### src/rtl/arbitro_buzzer_pkg.sv
// rtl/arbitro_buzzer_pkg.sv - shared state codes and note constants for the buzzer arbiter
package arbitro_buzzer_pkg;

    localparam int NOTE_W = 4;

    // Note code that means "rest": the link is held but nothing sounds.
    localparam logic [NOTE_W-1:0] NOTA_SILENCIO = '0;

    // Codes are visible on db_estado, so they are fixed explicitly.
    typedef enum logic [2:0] {
        OCIOSO    = 3'd0,
        TOCA_SEQ  = 3'd1,
        PAUSA_SEQ = 3'd2,
        TOCA_BTN  = 3'd3,
        PAUSA_BTN = 3'd4
    } estado_t;

    // True in the states where the latched note is driven to the Arduino.
    function automatic logic estado_toca(input estado_t e);
        return (e == TOCA_SEQ) || (e == TOCA_BTN);
    endfunction

endpackage

### src/rtl/arbitro_buzzer_contador.sv
// rtl/arbitro_buzzer_contador.sv - saturating up-counter shared by hold and gap timing
module contador_tempo #(
    parameter int CNT_W = 25
) (
    input  logic             clock,
    input  logic             reset,
    input  logic             zera,
    input  logic             conta,
    output logic [CNT_W-1:0] valor
);

    localparam logic [CNT_W-1:0] VALOR_MAX = '1;

    // Clear has priority; counting stops at the top value instead of wrapping,
    // so a very long button hold still reads as "past the minimum".
    always_ff @(posedge clock) begin
        if (!reset) begin
            valor <= '0;
        end else if (zera) begin
            valor <= '0;
        end else if (conta && (valor != VALOR_MAX)) begin
            valor <= valor + CNT_W'(1);
        end
    end

endmodule

### src/rtl/arbitro_buzzer.sv
// rtl/arbitro_buzzer.sv - arbitrates the Arduino buzzer link between sequence playback and button echo
module arbitro_buzzer #(
    parameter int NOTE_W   = arbitro_buzzer_pkg::NOTE_W,
    parameter int CNT_W    = 25,
    parameter int HOLD_SEQ = 25000000,
    parameter int GAP_SEQ  = 5000000,
    parameter int MIN_BTN  = 5000000,
    parameter int GAP_BTN  = 2500000
) (
    input  logic              clock,
    input  logic              reset,
    input  logic              req_seq,
    input  logic [NOTE_W-1:0] nota_seq,
    input  logic              req_btn,
    input  logic [NOTE_W-1:0] nota_btn,
    input  logic              silencia,
    input  logic              ativo,
    output logic [NOTE_W-1:0] arduino_nota,
    output logic              arduino_valido,
    output logic              muda_nota,
    output logic              grant_seq,
    output logic              grant_btn,
    output logic              ocupado,
    output logic [2:0]        db_estado
);

    import arbitro_buzzer_pkg::*;

    // The counter starts at 0 on the first cycle of a state, so a state that
    // must last N cycles is left when the counter reads N-1.
    localparam logic [CNT_W-1:0] FIM_HOLD_SEQ = CNT_W'(HOLD_SEQ - 1);
    localparam logic [CNT_W-1:0] FIM_GAP_SEQ  = CNT_W'(GAP_SEQ - 1);
    localparam logic [CNT_W-1:0] FIM_MIN_BTN  = CNT_W'(MIN_BTN - 1);
    localparam logic [CNT_W-1:0] FIM_GAP_BTN  = CNT_W'(GAP_BTN - 1);

    estado_t           estado;
    estado_t           estado_prox;
    logic [NOTE_W-1:0] nota_reg;
    logic [NOTE_W-1:0] nota_prox;
    logic              muda_reg;
    logic              muda_prox;
    logic [CNT_W-1:0]  contagem;
    logic              zera;
    logic              conta;

    contador_tempo #(
        .CNT_W (CNT_W)
    ) u_contador (
        .clock (clock),
        .reset (reset),
        .zera  (zera),
        .conta (conta),
        .valor (contagem)
    );

    // State, latched note and the end-of-note pulse are all registered.
    always_ff @(posedge clock) begin
        if (!reset) begin
            estado   <= OCIOSO;
            nota_reg <= '0;
            muda_reg <= 1'b0;
        end else begin
            estado   <= estado_prox;
            nota_reg <= nota_prox;
            muda_reg <= muda_prox;
        end
    end

    // Next state: abort wins over everything, sequence wins over button, and a
    // granted sequence note runs its full hold and gap regardless of req_seq.
    always_comb begin
        estado_prox = estado;
        nota_prox   = nota_reg;
        muda_prox   = 1'b0;
        if (silencia || !ativo) begin
            estado_prox = OCIOSO;
        end else begin
            case (estado)
                OCIOSO: begin
                    if (req_seq) begin
                        estado_prox = TOCA_SEQ;
                        nota_prox   = nota_seq;
                    end else if (req_btn) begin
                        estado_prox = TOCA_BTN;
                        nota_prox   = nota_btn;
                    end
                end
                TOCA_SEQ: begin
                    if (contagem >= FIM_HOLD_SEQ) begin
                        estado_prox = PAUSA_SEQ;
                    end
                end
                PAUSA_SEQ: begin
                    if (contagem >= FIM_GAP_SEQ) begin
                        estado_prox = OCIOSO;
                        muda_prox   = 1'b1;
                    end
                end
                TOCA_BTN: begin
                    if (req_seq) begin
                        estado_prox = PAUSA_BTN;
                    end else if (!req_btn && (contagem >= FIM_MIN_BTN)) begin
                        estado_prox = PAUSA_BTN;
                    end
                end
                PAUSA_BTN: begin
                    if (contagem >= FIM_GAP_BTN) begin
                        estado_prox = OCIOSO;
                    end
                end
                default: begin
                    estado_prox = OCIOSO;
                end
            endcase
        end
    end

    // Counter restarts on every state change and is held at zero while idle.
    always_comb begin
        zera  = (estado_prox != estado) || (estado == OCIOSO);
        conta = !zera;
    end

    assign arduino_nota   = estado_toca(estado) ? nota_reg : NOTE_W'(NOTA_SILENCIO);
    assign arduino_valido = estado_toca(estado) && (nota_reg != NOTE_W'(NOTA_SILENCIO));
    assign muda_nota      = muda_reg;
    assign grant_seq      = (estado == TOCA_SEQ) || (estado == PAUSA_SEQ);
    assign grant_btn      = (estado == TOCA_BTN) || (estado == PAUSA_BTN);
    assign ocupado        = (estado != OCIOSO);
    assign db_estado      = estado;

endmodule

### config.mk
export PLATFORM = sky130hd
export DESIGN_NAME = arbitro_buzzer
export DESIGN_NICKNAME = d
export VERILOG_FILES = /design/src/rtl/arbitro_buzzer_pkg.sv /design/src/rtl/arbitro_buzzer_contador.sv /design/src/rtl/arbitro_buzzer.sv
export SDC_FILE = /design/constraint.sdc
export NUM_CORES = 1
export LEC_CHECK = 0
export BUFFER_PORTS_ARGS = -buffer_cell sky130_fd_sc_hd__buf_2
export CAP_MARGIN = 20
export CORE_MARGIN = 2
export CORE_UTILIZATION = 59
export DETAILED_ROUTE_END_ITERATION = 16
export PLACE_DENSITY = 0.8
export SLEW_MARGIN = 20
export SYNTH_ARGS = -nofsm -noshare
export SYNTH_HDL_FRONTEND = slang
export SYNTH_HIERARCHICAL = 1
export SYNTH_SLANG_ARGS = --single-unit
### constraint.sdc
create_clock -name clock -period 4.3 [get_ports clock]
set_clock_uncertainty 0.15 [all_clocks]
set_input_delay 0.86 -clock clock [delete_from_list [all_inputs] [get_ports clock]]
set_output_delay 0.86 -clock clock [all_outputs]
set_load 0.005 [all_outputs]
* After elaboration in Yosys (flattened, before gate mapping)
Cells that the tools add are included.
** Word-level totals
- Flip-flop bits (word level) :: 33
- Latch bits :: 0
- Memory bits (writable) :: 0
- Memory bits (read-only) :: 0
- Input bits :: 14
- Output and inout port bits :: 12
- Memories kept :: 0
** Cells by class
- $add $sub $neg :: 1
- Multiply operators :: 0
- Div/mod/pow operators :: 0
- $lt $le $gt $ge :: 3
- Eq/ne operators :: 6
- Shift operators :: 0
- Muxes and demuxes :: 13
- Bitwise operators :: 3
- Reduce and logical (&&, ||, !) cells :: 18
** Operator list (count)
- adder 25 x 1 -> 25 bit, second input constant :: 1
- greater-or-equal comparator 25 x 22 -> 1 bit, second input constant :: 1
- greater-or-equal comparator 25 x 23 -> 1 bit, second input constant :: 1
- greater-or-equal comparator 25 bit, second input constant :: 1
- inequality test 25 bit, second input constant :: 1
- 2-to-1 mux 3 bit :: 8
- one-hot mux 3 bit (5 select lines) :: 1
- 2-to-1 mux 4 bit :: 3
- equality test 3 x 2 -> 1 bit, second input constant :: 2
- logical OR 1 bit :: 5
- nonzero test 4 bit :: 1
- equality test 3 x 1 -> 1 bit, second input constant :: 1
- equality test 3 bit, second input constant :: 1
- logical AND 1 bit :: 3
- logical NOT 1 bit :: 3
- logical NOT 3 bit :: 1
- inequality test 3 bit :: 1
- NOT 1 bit :: 3
- AND reduction 3 bit :: 1
- nonzero test 3 bit :: 1
- OR reduction 3 bit :: 1
- nonzero test 2 bit :: 1
- OR reduction 2 bit :: 1
- 2-to-1 mux 1 bit :: 1

* Logic depth before layout (Yosys ltp)
Gate-level depths: netlist (run 1).
- Depth in word-level cells :: 10
- Mapped depth :: 14
- Depth with buffers taken out :: 11

* Modules after synthesis
The synthesis (run 1) kept the hierarchy.
** Modules (own cells, without submodules)
- contador_tempo :: instances 1, cells an instance 171, area each 1421.4 sq um, sequential area each 500.5 sq um
- arbitro_buzzer :: instances 1, cells an instance 117, area each 883.3 sq um, sequential area each 160.2 sq um

* Least setup slack after synthesis (run 1)
OpenSTA, ideal clock, no wires.
- Path kind :: register -> register
- Start :: reg u_contador.valor[12]
- End :: reg u_contador.valor[18]
- Library setup time :: 0.070 ns
- Data arrival time :: 3.448 ns
- Data required time :: 4.080 ns
- Setup slack :: 0.631 ns
- Cell stages (with the launch flop) :: 14
- Buffers on the path :: 2
- Cell sequence :: dfxtp_1 > or4b_1 > or4_1 > o32ai_2 > o21bai_2 > a22oi_4 > xor2_2 > and3_1 > and3_1 > buf_2 > nand4_2 > buf_6 > or4_1 > a21oi_1
** On the way
- Cells in the longest elaborated chain, start to end :: 10
- Elaborated cells between the ends (all ways) :: 18
** Ends and longest elaborated chain
- from (decl) :: line arbitro_buzzer_contador.sv:9 : output logic [CNT_W-1:0] valor
- from (signal assigned) :: line arbitro_buzzer_contador.sv:22 : valor <= valor + CNT_W'(1);
- greater-or-equal comparator 25 x 23 -> 1 bit :: line arbitro_buzzer.sv:94, arbitro_buzzer.sv:102
- logical AND 1 bit :: line arbitro_buzzer.sv:102 : end else if (!req_btn && (contagem >= FIM_MIN_BTN)) begin
- 2-to-1 mux 3 bit :: line arbitro_buzzer.sv:102
- 2-to-1 mux 3 bit :: line arbitro_buzzer.sv:100 : if (req_seq) begin
- one-hot mux 3 bit (5 select lines) * :: line arbitro_buzzer.sv:78 : case (estado)
- 2-to-1 mux 3 bit * :: line arbitro_buzzer.sv:75 : if (silencia || !ativo) begin
- inequality test 3 bit * :: line arbitro_buzzer.sv:120 : zera = (estado_prox != estado) || (estado == OCIOSO);
- logical OR 1 bit * :: line arbitro_buzzer.sv:120
- logical NOT 1 bit * :: line arbitro_buzzer.sv:121 : conta = !zera;
- named net conta :: line arbitro_buzzer.sv:44 : logic conta;
- logical AND 1 bit * :: line arbitro_buzzer_contador.sv:21 : end else if (conta && (valor != VALOR_MAX)) begin
Mark *: on every way through the listed nets, which the timed path passes. The rest lies on a longest branch.
A chain may end at the register's enable or synchronous reset.

* Worst setup path in the final report (run 1)
Ends and elaborated chain as after synthesis.

==> impl_results.md, run 1 <==
- Detailed-route DRC error count: 0
- FF-to-FF path depth: 11
- Boundary Pins: 26
- Cts bufs inserted: 5
- Startpoint Class: register
- Crit path max fanout: 12
- GRT Total Usage: 29.71%
- Final worst-path cycle share: 90.37%
- CTS resizes: 0
- Async set-reset flop share out of synthesis: 0%
- Initial core utilization: 62.02%
- Area of the mapped netlist: 0.002305 mm2
- CP Data Required Time: 4.36 ns
- Worst Tran Pin Value: 0.9280 ns
- Clock Latency Late Sink: 0.29 ns
- Tmin final: approximately 4 ns
- Root Driver: clkbuf_8
- Synthesized area per cell: 8.002 um2
- Reg2reg setup slack: between 0.4 and 0.5 ns
- Status: finished, final reports clean
- Number of synthesized flops with an enable pin: 0
- Synth Flop Type: dfxtp_1
- Grt ovf: 0
- Highest Clock Rate: 0.2573 GHz
- Syn-to-layout area delta: 11.45%
- ANT cells: 0
- # nets final: 327
- Drt via density: 6.640
- Post-DP HPWL: 4332 um
- Clock-pin transition on the worst setup and hold timing paths: 0.07 ns
- Register area share after synthesis: 28.66%
- Max FFs per register: 25
- Pwr dens: between 200 and 250 mW/mm2
- Worst EP arrival: 3.95 ns
- DR iter-0 viols: between 200 and 250
- Post-CTS Setup Bufs: 0
- Pins Over Slew Limit: 0
- CTS Buffer Depth: 2
- Chip height: 66.50 um
- Max VDD drop: 175.5 uV
- YS warnings: 6
- Yosys cell types: 55
- Via total after detailed routing: 2,397
- Most frequent cells in the layout: 33 x dfxtp_1, 32 x nand2_1, 25 x buf_2
- Unrepaired setup endpoints after global routing: no
- Total length of routed wires: 6100 um
- Synthesized flop and latch total: 33
- DRT antenna net count: 0
- Chip width: 66.50 um
- Fraction of layout cells with a size suffix above 1: roughly 16%
- Setup TNS: 0 ns
- First-pass GRT wire length: between 10,000 and 15,000 um
- Max H-tree Level: 2
- Hold-fix buffers at CTS: 0
- Largest net degree at the start of global routing: 21
- Slew HR: a little under two fifths
- Number of clock sinks: 33
- WHS Path Cells: 2
- Core ar.: about 0.0037 mm2
- Routability Congestion: 0.8950
- Net count after synthesis: approximately 300
- Number of global-route vias before repair: ~2,100
- Setup crit end kind: register
- Die footprint: roughly 0.0044 mm2
- Setup violations, final: 0
- Routed wire per std cell: 16.90 um
- Static leakage: 0.9094 nW
- Critical path type: register to register
- Pre-antenna DRT Iters: 4
- I/O Buffers: 25
- Initial antenna violation count: 0
- Hold/Removal Path Class: register to register
- # rows: 22
- Gate Count Post-Synth: roughly 290
- Number of max-cap violations: 0
- Final hold vios: 0
- CTS tree: built
- Most common cell after layout, fill and taps aside: dfxtp_1
- Final Power: 0.5766 mW
[cells by family (layout without fill, tap and decap cells)]
kind of cell    after synthesis  in the layout  synth area share (%)
xor+xnor                      2              2                 1.086
fa+ha+maj                     1              1                0.5428
flops                        33             33                 28.66
simple gates                142            142                 35.45
mux                           7              7                 3.040
buf+inv                      23             48                 4.723
compound gates               80             80                 26.49
[stage by stage]
step / hold WS, ns / util [%] / worst slack, ns / instances / instance area [um2]
global placement: 0.3385 / 66.46 / 0.5370 / 352 / 2470
global route: 0.3888 / 69.12 / 0.1466 / 361 / 2569
detailed placement: 0.3675 / 66.73 / 0.4580 / 353 / 2480
floorplan: 0.3193 / - / 0.6312 / 288 / 2305
finish: 0.3807 / 69.12 / 0.4141 / 361 / 2569
CTS: 0.3768 / 68.96 / 0.4355 / 361 / 2562
[path summary, 6_finish.rpt]
check,startpoint,endpoint
worst min register to register,u_contador/valor[1],u_contador/valor[1]
worst max-delay path,u_contador/valor[12],u_contador/valor[18]
worst min-delay path,u_contador/valor[1],u_contador/valor[1]
worst max register to register,u_contador/valor[12],u_contador/valor[18]
[layout make-up]
cell class                 instances  area [um2]
clock buffer                       6       72.57
clock inverter                     2       10.01
fill                             328        1147
inverter                           6       22.52
multi-input combinational        232        1548
sequential                        33       660.6
tap                               48       60.06
timing repair buffer              34       195.2
[layer usage]
| layer | vias to the layer above | global-route usage (%) | part of all wire [%] |
|---|---|---|---|
| met3 | 5 | 6.419 | 5.2 |
| met4 | 0 | 7.908 | 0.92 |
| met2 | 65 | 47.63 | 48 |
| li1 | 1176 | - | - |
| met1 | 1151 | 40.21 | 45 |
| met5 | - | 0 | 0 |
[power by group]
group / internal (mW) / switching, mW / leakage (nW)
Sequential: 0.309 / 0.00458 / 0.266
Clock: 0.112 / 0.111 / 0.0450
Combinational: 0.0194 / 0.0208 / 0.598
Total: 0.440 / 0.136 / 0.909
[Yosys cell counts, drive strengths merged (3+ instances only)]
cell	count	area, um2
o21ai	6	30.03
a21oi	23	115.1
a31oi	3	18.77
nand2	32	120.1
a211oi	6	45.04
mux2i	7	70.07
and4	4	35.03
nor3	10	55.05
nor4	11	68.82
nand2b	6	37.54
or4	8	60.06
o221a	4	45.04
clkbuf	8	31.28
nand4	12	93.84
nand3	17	85.08
dfxtp	33	660.6
nor2	11	41.29
inv	6	22.52
and3	7	43.79
or4b	4	40.04
buf	9	55.04
and2	5	31.28
nor2b	8	50.05
o31ai	6	45.04
a211o	7	61.31
o21bai	3	26.27
a2111o	5	56.30
[worst max-delay path: stages (launching register included)]
cell and delay [ns]:
dfxtp_1 0.40, or4b_1 0.53, or4_1 0.54, o32ai_2 0.22, o21bai_2 0.14, a22oi_4 0.29, xor2_2 0.17, and3_1 0.24
and3_1 0.21, nand4_2 0.22, or4_1 0.54, a21oi_1 0.15
Power figures use the tool's default switching activity.
==> run 2: changes to the inputs <==
--- a/config.mk
+++ b/config.mk
@@ -9,6 +9,7 @@
 export CAP_MARGIN = 20
 export CORE_MARGIN = 2
 export CORE_UTILIZATION = 59
+export CTS_BUF_LIST = sky130_fd_sc_hd__clkbuf_16
 export DETAILED_ROUTE_END_ITERATION = 16
 export PLACE_DENSITY = 0.8
 export SLEW_MARGIN = 20
==> run 2 against run 1 <==
Clock-buffer cell count is 1 lower. Via count up 0.63%. Sequential share of layout area shrank 0.55 points. Total power rose by 19%. Routed wire length rose by 2.4%. Final cell count is the same. First-iteration DRC count rose by 11%. Flip-flop and latch count unchanged. Largest cell class unchanged. Clock power up 49%.
==> impl_results.md, run 2 (synthesized netlist as in run 1, its figures left out) <==
- Status: finished, final reports clean (unchanged)
- Crit. Startpoint: u_contador/valor[12] (unchanged)
- Grt ovf: 0 (unchanged)
- Syn-to-layout area delta: 13.90% (was 11.45%)
- # rows: 22 (unchanged)
- Hold/Removal Path Class: register to register (unchanged)
- Initial antenna violation count: 0 (unchanged)
- CP Data Required Time: 4.35 ns (was 4.36 ns)
- Clock-pin transition on the worst setup and hold timing paths: 0.05 ns (was 0.07 ns)
- Routed wire per std cell: 17.30 um (was 16.90 um)
- First-pass GRT wire length: 10,230 um (was 10,140 um)
- DRT antenna net count: 0 (unchanged)
- I/O Buffers: 25 (unchanged)
- Most frequent cells in the layout: 33 x dfxtp_1, 32 x nand2_1, 25 x buf_2 (unchanged)
- Setup crit end kind: register (unchanged)
- Setup violations, final: 0 (unchanged)
- Max H-tree Level: 2 (unchanged)
- Max VDD drop: 192.4 uV (was 175.5 uV)
- Total length of routed wires: 6246 um (was 6100 um)
- Final worst-path cycle share: 90.33% (was 90.37%)
- Final Power: 0.6876 mW (was 0.5766 mW)
- Unrepaired setup endpoints after global routing: no (unchanged)
- Clock Latency Late Sink: 0.28 ns (was 0.29 ns)
- Number of clock sinks: 33 (unchanged)
- ANT cells: 0 (unchanged)
- Fraction of layout cells with a size suffix above 1: 15.97% (unchanged)
- Largest net degree at the start of global routing: 21 (unchanged)
- Hold-fix buffers at CTS: 0 (unchanged)
- Cts bufs inserted: 5 (unchanged)
- Number of max-cap violations: 0 (unchanged)
- Initial core utilization: 62.02% (unchanged)
- Most common cell after layout, fill and taps aside: dfxtp_1 (unchanged)
- Hold_sp: u_contador/valor[1] (unchanged)
- Final hold vios: 0 (unchanged)
- Pwr dens: 261.9 mW/mm2 (was 224.5 mW/mm2)
- Static leakage: 0.9392 nW (was 0.9094 nW)
- Die footprint: 0.004422 mm2 (unchanged)
- # nets final: 327 (unchanged)
- Number of global-route vias before repair: 2,156 (was 2,139)
- Chip width: 66.50 um (unchanged)
- GRT Total Usage: 30.02% (was 29.71%)
- Post-DP HPWL: 4332 um (unchanged)
- Critical path type: register to register (unchanged)
- Slew HR: 40.46% (was 37.56%)
- Worst Tran Pin Value: 0.8850 ns (was 0.9280 ns)
- Worst EP arrival: 3.93 ns (was 3.95 ns)
- FF-to-FF Start: u_contador/valor[12] (unchanged)
- Core ar.: 0.003716 mm2 (unchanged)
- Crit path max fanout: 12 (unchanged)
- Via total after detailed routing: 2,412 (was 2,397)
- Routability Congestion: 0.8950 (unchanged)
- Detailed-route DRC error count: 0 (unchanged)
- Pre-antenna DRT Iters: 4 (unchanged)
- CTS tree: built (unchanged)
- Startpoint Class: register (unchanged)
- DR iter-0 viols: 238 (was 214)
- Root Driver: clkbuf_16 (was clkbuf_8)
- Max FFs per register: 25 (unchanged)
- Setup TNS: 0 ns (unchanged)
- Chip height: 66.50 um (unchanged)
- CTS Buffer Depth: 2 (unchanged)
- Highest Clock Rate: 0.2575 GHz (was 0.2573 GHz)
- Boundary Pins: 26 (unchanged)
- CTS resizes: 0 (unchanged)
- Pins Over Slew Limit: 0 (unchanged)
- Post-CTS Setup Bufs: 0 (unchanged)
- Tmin final: 3.884 ns (was 3.886 ns)
- Drt via density: 6.681 (was 6.640)
[run 2: area by class of cell]
cell class                      count  area [um2]
Timing Repair Buffer               34       195.2
Multi-Input combinational cell    232        1548
Clock buffer                        5       125.1
Inverter                            6       22.52
Tap cell                           48       60.06
Fill cell                         322        1091
Clock inverter                      3       13.76
Sequential cell                    33       660.6
[run 2: final timing paths]
path / to / slack [ns] / cells past startpoint
worst max-delay path: u_contador/valor[14] / 0.42 / 11
worst min-delay path: u_contador/valor[1] / 0.38 / 2
worst max register to register: u_contador/valor[14] / 0.42 / 11
worst min register to register: u_contador/valor[1] / 0.38 / 2
[run 2: through the flow]
step / hold WS (ns) / cells / util, % / area (um2) / setup slack, ns
floorplan: 0.3193 / 288 / - / 2305 / 0.6312
global placement: 0.3385 / 352 / 66.46 / 2470 / 0.5370
detailed placement: 0.3675 / 353 / 66.73 / 2480 / 0.4580
CTS: 0.3746 / 361 / 70.47 / 2619 / 0.4392
global route: 0.3859 / 361 / 70.64 / 2625 / 0.1505
finish: 0.3764 / 361 / 70.64 / 2625 / 0.4158
[run 2: per-layer routing]
| metal | track usage, % | vias up | wire [um] |
|---|---|---|---|
| met4 | 8.673 | 0 | 104 |
| li1 | - | 1177 | - |
| met2 | 48.25 | 81 | 2982 |
| met3 | 5.743 | 16 | 348 |
| met5 | 0 | - | 0 |
| met1 | 40.73 | 1138 | 2810 |
[run 2: report_power, final]
group          internal [mW]  total [mW]  switching [mW]
combinational         0.0194      0.0403          0.0210
clock                  0.210       0.333           0.124
sequential             0.309       0.314         0.00457
total                  0.539       0.688           0.149
[run 2: worst max-delay path: stages, from the launching register on]
cell and delay, ns:
dfxtp_1 0.40, or4b_1 0.53, or4_1 0.54, o32ai_2 0.21
o21bai_2 0.14, a22oi_4 0.29, xor2_2 0.17, and3_1 0.24
and3_1 0.21, nand4_2 0.22, or4_1 0.54, a21oi_1 0.15
